## config.mk

```make
export PLATFORM = sky130hd
export DESIGN_NAME = pwm_multi_ch
export DESIGN_NICKNAME = d
export VERILOG_FILES = /design/src/rtl/pwm_multi_ch.sv
export SDC_FILE = /design/constraint.sdc
export NUM_CORES = 1
export LEC_CHECK = 0
export ABC_AREA = 0
export BUFFER_PORTS_ARGS = -buffer_cell sky130_fd_sc_hd__buf_2
export CORE_ASPECT_RATIO = 1.2
export CORE_MARGIN = 2
export CORE_UTILIZATION = 54
export DETAILED_ROUTE_END_ITERATION = 10
export PLACE_DENSITY = 0.76
export SLEW_MARGIN = 15
export SYNTH_ARGS = -nofsm -noshare
export SYNTH_HDL_FRONTEND = slang
export SYNTH_SLANG_ARGS = --single-unit
```

## constraint.sdc

```tcl
create_clock -name clock -period 3.06 [get_ports clock]
set_input_delay 0.612 -clock clock [delete_from_list [all_inputs] [get_ports clock]]
set_output_delay 0.612 -clock clock [all_outputs]
set_load 0.01 [all_outputs]
```

## src/rtl/pwm_multi_ch.sv

```systemverilog
// Multi-channel PWM: shared prescaler and period counter (edge or center aligned),
// per-channel duty/polarity, double-buffered config applied at period boundaries.
module pwm_lane #(
  parameter int WIDTH = 10
) (
  input  logic             clock,
  input  logic             reset_n,
  input  logic             enable,
  input  logic [WIDTH-1:0] cnt,
  input  logic [WIDTH-1:0] duty,
  input  logic             invert,
  output logic             pwm_out
);
  always_ff @(posedge clock) begin
    if (!reset_n)    pwm_out <= 1'b0;
    else if (enable) pwm_out <= (cnt < duty) ^ invert;
    else             pwm_out <= invert;
  end
endmodule

module pwm_multi_ch #(
  parameter int CHANNELS  = 4,
  parameter int WIDTH     = 10,
  parameter int PRE_WIDTH = 32
) (
  input  logic                      clock,
  input  logic                      reset_n,
  input  logic                      enable,
  input  logic                      load,
  input  logic [PRE_WIDTH-1:0]      prescaler,
  input  logic [WIDTH-1:0]          top,
  input  logic                      mode,
  input  logic [CHANNELS*WIDTH-1:0] duty,
  input  logic [CHANNELS-1:0]       invert,
  output logic [CHANNELS-1:0]       pwm_out,
  output logic                      period_start,
  output logic                      busy
);
  typedef struct packed {
    logic [PRE_WIDTH-1:0]             pre;
    logic [WIDTH-1:0]                 top;
    logic                             mode;
    logic [CHANNELS-1:0][WIDTH-1:0]   duty;
    logic [CHANNELS-1:0]              inv;
  } cfg_t;

  typedef enum logic {DIR_UP, DIR_DN} dir_t;

  cfg_t                 shd, act;
  logic [PRE_WIDTH-1:0] pre_cnt;
  logic [WIDTH-1:0]     cnt, cnt_nxt;
  dir_t                 dir, dir_nxt;
  logic                 pending, tick, bnd, apply;

  assign tick  = enable && (pre_cnt == act.pre);
  assign bnd   = tick && (cnt_nxt == '0);
  assign apply = pending && (bnd || !enable);
  assign busy  = pending;

  always_comb begin
    cnt_nxt = '0;
    dir_nxt = DIR_UP;
    if (!act.mode) begin
      cnt_nxt = (cnt >= act.top) ? '0 : cnt + WIDTH'(1);
    end else if (act.top != '0) begin
      // direction flips on the tick that lands on either end of the ramp
      if (dir == DIR_UP) begin
        cnt_nxt = cnt + WIDTH'(1);
        dir_nxt = (cnt_nxt >= act.top) ? DIR_DN : DIR_UP;
      end else begin
        cnt_nxt = cnt - WIDTH'(1);
        dir_nxt = (cnt_nxt == '0) ? DIR_UP : DIR_DN;
      end
    end
  end

  always_ff @(posedge clock) begin
    if (!reset_n) begin
      shd          <= '0;
      act          <= '0;
      pre_cnt      <= '0;
      cnt          <= '0;
      dir          <= DIR_UP;
      pending      <= 1'b0;
      period_start <= 1'b0;
    end else begin
      period_start <= bnd;
      if (!enable) begin
        pre_cnt <= '0;
        cnt     <= '0;
        dir     <= DIR_UP;
      end else if (tick) begin
        pre_cnt <= '0;
        cnt     <= cnt_nxt;
        dir     <= dir_nxt;
      end else begin
        pre_cnt <= pre_cnt + PRE_WIDTH'(1);
      end
      // apply takes the old shadow; a coincident load refills it and stays pending
      if (apply) begin
        act <= shd;
        dir <= DIR_UP;
      end
      if (load) shd <= {prescaler, top, mode, duty, invert};
      pending <= load | (pending & ~apply);
    end
  end

  for (genvar i = 0; i < CHANNELS; i++) begin : g_lane
    pwm_lane #(.WIDTH(WIDTH)) u_lane (
      .clock   (clock),
      .reset_n (reset_n),
      .enable  (enable),
      .cnt     (cnt),
      .duty    (act.duty[i]),
      .invert  (act.inv[i]),
      .pwm_out (pwm_out[i])
    );
  end
endmodule

```

After elaboration in Yosys (flattened, before gate mapping)
Cells that the tools add are included.

word-level totals
  flip-flop bits (word level) = 223
  output and inout bits = 6

cells by class
  add/sub/neg operators = 3
  magnitude comparators = 6
  equal/unequal tests = 1
  muxes and demuxes = 13
  bitwise operators = 9
  reductions and logical operators = 11

operators with widths
  operator                                                               count
  10-bit less-than comparator                                            4
  10-bit two-way mux                                                     4
  32-bit by 1-bit adder with 32-bit output (second input constant)       1
  32-bit equality test                                                   1
  10-bit >= comparator                                                   2
  10-bit logical NOT                                                     2
  10-bit by 1-bit adder with 10-bit output (second input constant)       1
  10-bit nonzero test                                                    1
  10-bit by 1-bit subtractor with 10-bit output (second input constant)  1
  1-bit two-way mux                                                      9
  3-bit OR reduction                                                     2
  1-bit bitwise XOR                                                      4
  1-bit logical AND                                                      3
  1-bit NOT                                                              3
  2-bit AND reduction                                                    1
  1-bit AND                                                              1
  1-bit logical NOT                                                      1
  1-bit logical OR                                                       1
  1-bit OR                                                               1

Depth between registers and ports, before layout
  depth in word-level cells = 11
  gate-level depth with buffers = 12

Modules after synthesis
Synthesis repeated with hierarchy kept, for this count alone.

unflattened totals
  cells, all modules = 1,472
  area, all modules = 13,271.5 µm²

by module, submodules not included
  module        instances  cells each  area each (µm²)  seq. area each (µm²)
  pwm_multi_ch  1          1,332       12,150.4         4,384.2
  pwm_lane      4          35          280.3            20.0

Worst setup path after synthesis
Ideal clock, no wire load.

  kind = register to register
  from = reg cnt[1]
  to = reg act[14] in the netlist's numbering
  setup time = 0.072 ns
  data arrival time = 3.023 ns
  required time = 2.988 ns
  path slack = -0.035 ns
  stages on the path, launching flop included = 13
  path buffers = 3
  period minus slack after synthesis = 3.095 ns
  cells stage by stage = dfxtp_1 inv_1 ha_1 mux2i_1 mux4_2 o211ai_1 o21ai_1 a21o_1 o41ai_2 buf_4 buf_6 buf_8 mux2i_1

between the ends
  word-level cells in the longest chain between the ends = 8

RTL lines
  what                                                                                                       line        RTL
  start, declared                                                                                            51          logic [WIDTH-1:0] cnt, cnt_nxt;
  start signal, assigned                                                                                     94          cnt <= cnt_nxt;
  10-bit by 1-bit adder with 10-bit output or 10-bit by 1-bit subtractor with 10-bit output (tied branches)  64, 68, 71
  10-bit two-way mux                                                                                         67          if (dir == DIR_UP) begin
  10-bit two-way mux                                                                                         65          end else if (act.top != '0) begin
  10-bit two-way mux (*)                                                                                     63          if (!act.mode) begin
  10-bit logical NOT (*)                                                                                     56          assign bnd = tick && (cnt_nxt == '0);
  1-bit logical AND (*)                                                                                      56
  1-bit logical OR (*)                                                                                       57          assign apply = pending && (bnd || !enable);
  1-bit logical AND (*)                                                                                      57
  end signal, assigned                                                                                       80          act <= '0;
  end signal, assigned                                                                                       101         act <= shd;
  end, declared                                                                                              49          cfg_t shd, act;

Mark *: on every way between the ends. The rest lies on a longest branch, timed or not.
A chain may end at the register's enable or synchronous reset.

Final worst setup path
  from = reg act[77] in the netlist's numbering
  to = reg act[4] in the netlist's numbering

between the ends
  word-level cells in the longest chain between the ends = 5

RTL lines
  what                  line  RTL
  32-bit equality test  55    assign tick = enable && (pre_cnt == act.pre);
  1-bit logical AND     55
  1-bit logical AND     56
  1-bit logical OR      57
  1-bit logical AND     57

Every way passes these cells.

==> out/metrics.yaml <==
status: "finished clean"
critPathMaxStageDelay_ns: 0.55
cts_buffer_depth: 3
cp.depth: 9
p_sw_uw: 1710
hold_violations: 0
gr-usage-all-layers_pct: 23.0
core_area_mm2: 0.0208
crit_arrival_ns: 3.47
grtUsageMet3_pct: 2.83
grt_pass1_vias: 8539
slew_headroom_pct: 47.3
cts_max_level: 1
netlist_instances: 1237
synth_seq_area_share_pct: 39.5
drive_gt1_share_pct: 16.9
reg2regPathDepth: 9
power_frac_clock_pct: 40.0
area_growth_pct: 17.7
power_density_mw_per_mm2: 518
drt_iter0_drc: 559
clock_latency_ns: 0.50
synth_edf_count: 0
grt_busiest_layer: "met2"
seq_power_share_pct: 44.9
ys_types: 67
swShare_pct: 24.8
cap_violations: 0
ys_warn_count: 0
grt_pass1_wl_um: 41500
vias_per_cell: 5.40
syn_avg_cell_area_um2: 9.15
dr.pass1.iters: 5
endpoint_kind: "register"
clock-skew-final_ns: 0.00878
post-place-ws_ns: -0.0253
worstSetupPathType: "register to register"
synth_ff_type: "dfxtp_1"
drv_slew: 0
drc: 0
die_w_um: 136
synth_area_mm2: 0.0113
vdd_drop_max_v: 0.000414
power.internal_uw: 5190
power.total_uw: 6900
cts_root_buf: "clkbuf_16"
start_kind: "register"
grt.met1_usage_pct: 28.2
crit_chain: "xor2_1 > or4_1 > nor4_2 > and4_1 > or3b_4 > o41ai_4 > buf_6 > clkbuf_16 > mux2i_1"
vias: 8798
finalSetupViolations: 0
finalCritPeriodShare_pct: 99.5
worstMarginPinSlew_ns: 0.784
worst-path-buf-inv: 2
power.leakage_uw: 0.00546
cp_slowest_cell: "or4_1"
drt_wl_total_um: 26000
grt.overflow.total: 0
gp_congestion: 0.946
port_buffers: 96
grtUsageMet2_pct: 41.9
cts_hold_buf: 0
start_util_pct: 54.5
ant_nets: 0
antenna_cells: 0
fmax_mhz: 328
dieArea_mm2: 0.0221
holdCritPathClass: "input pin to register"
grt_max_degree: 95
holdPathStages: 3
crit_path_max_fanout: 8
antenna_found_initial: 0
synth-async-reset-ratio_pct: 0
dp_hpwl_um: 18100
tritoncts: "done"
routedWlPerCell_um: 16.0
rows: 58
post-route-min-period_ns: 3.05
cts_num_sinks: 223
required_ns: 3.48
dieHeight_um: 163
rsz0062_at_grt: "true"
crit_family: "simple AND/OR/NAND/NOR gates"
clk_pin_slew_ns: 0.06
syn_nets: 1388
cts_buffers: 23
io-pin-count: 97
combPwrFrac_pct: 15.1
fin_nets: 1498
setup_ws_ns: 0.0148
synth.ff_latch_count: 223
cells in the final DEF, fill, tap and decap left out, types with 44 or more instances in the layout:
cell type,Yosys,final
buf_2,1,94
buf_4,11,44
dfxtp_1,223,215
ha_1,60,54
inv_1,62,57
mux2i_1,178,174
nand2_1,197,197
nor2_1,60,59
nor2b_1,89,89
xnor2_1,45,45
final cells by class:
cell class | instances | area (um^2)
Timing Repair Buffer | 154 | 1120
Clock inverter | 3 | 65.1
Tap cell | 270 | 338
Sequential cell | 223 | 4470
Clock buffer | 34 | 667
Inverter | 62 | 235
Multi-Input combinational cell | 883 | 6420
Fill cell | 1714 | 7430
worst register-to-register path: cells and delay by family (launching register included):
| kind | cells | cell delay (ns) |
|---|---|---|
| buffers and inverters | 2 | 0.47 |
| muxes | 1 | 0.20 |
| and+or+nand+nor | 4 | 1.39 |
| AOI/OAI and AO/OA | 1 | 0.40 |
| DFF | 1 | 0.32 |
| xor gates and xnor gates | 1 | 0.19 |
cell families (layout without fill, tap and decap cells):
logic type	Yosys count	count (layout)	share of synthesized area, %
mux	179	179	15.9
flops	223	223	39.5
xor+xnor	76	76	5.88
buf+inv	131	253	4.99
compound gates	113	113	7.59
simple gates	455	455	19.5
fa+ha+maj	60	60	6.63
synth_stat cells (all sizes together), types with 3 or more instances:
library cell	number	area (um^2)
dfxtp	223	4460
nand2	198	746
mux2i	178	1780
nor2b	89	557
inv	62	233
ha	60	751
nor2	60	225
clkbuf	46	173
xnor2	45	394
xor2	31	272
nand3	25	125
buf	23	159
a21oi	22	110
nand4	17	106
a21o	16	120
a211o	10	87.6
nor4	10	62.6
o21ai	10	50.1
nand2b	8	50.1
nor3	8	40.0
and3	7	43.8
o21a	7	52.6
or3	7	43.8
and4	5	43.8
o22a	5	43.8
or4	5	41.3
a211oi	4	30.0
a31oi	4	25.0
nand3b	4	30.0
o221a	4	45.0
o2bb2ai	4	35.0
o311ai	4	35.0
and2	3	18.8
final timing paths:
path | endpoint | from | slack (ns)
max | act[4] | act[77] | 0.01
min | shd[2] | invert[2] | 0.36
max reg2reg | act[4] | act[77] | 0.01
min reg2reg | act[11] | act[11] | 0.46
per-layer routing:
| layer | vias up | part of all wire [%] |
|---|---|---|
| met5 | - | 0 |
| met1 | 4108 | 42 |
| met3 | 60 | 4.4 |
| met4 | 0 | 2.6 |
| li1 | 4417 | - |
| met2 | 213 | 51 |
power groups by stage:
stage | logic (uW) | registers (uW) | clock network (uW)
finish | 1040 | 3100 | 2760
global route | 1130 | 3110 | 2940
CTS | 988 | 3100 | 2820
detailed placement | 959 | 3160 | 0
global placement | 945 | 3160 | 0
floorplan | 689 | 3140 | 0
metrics by stage:
step	std cells	setup TNS, ns	cell area [um^2]	hold slack (ns)	util (%)
3_3_place_gp	1580	0	12300	0.443	59.1
2_1_floorplan	1237	0	11300	0.435	-
4_1_cts	1623	0	13100	0.352	63.1
6_report	1629	0	13300	0.365	64.2
5_1_grt	1629	-0.838	13300	0.360	64.2
3_5_place_dp	1580	-0.115	12300	0.449	59.1
registers in the layout, summed over array words and instances, names as in the netlist:
| register | count |
|---|---|
| act | 87 |
| busy | 1 |
| cnt | 10 |
| dir | 1 |
| g_lane.u_lane.pwm_out | 4 |
| period_start | 1 |
| pre_cnt | 32 |
| shd | 87 |
what timing repair did:
action                                  CTS  global route
pin swaps                                 4             7
resized for setup                         5            31
setup buffers                             5             2
endpoints found under the setup margin   40            89
gates cloned                              1             4
(Power assumes the default switching activity.)
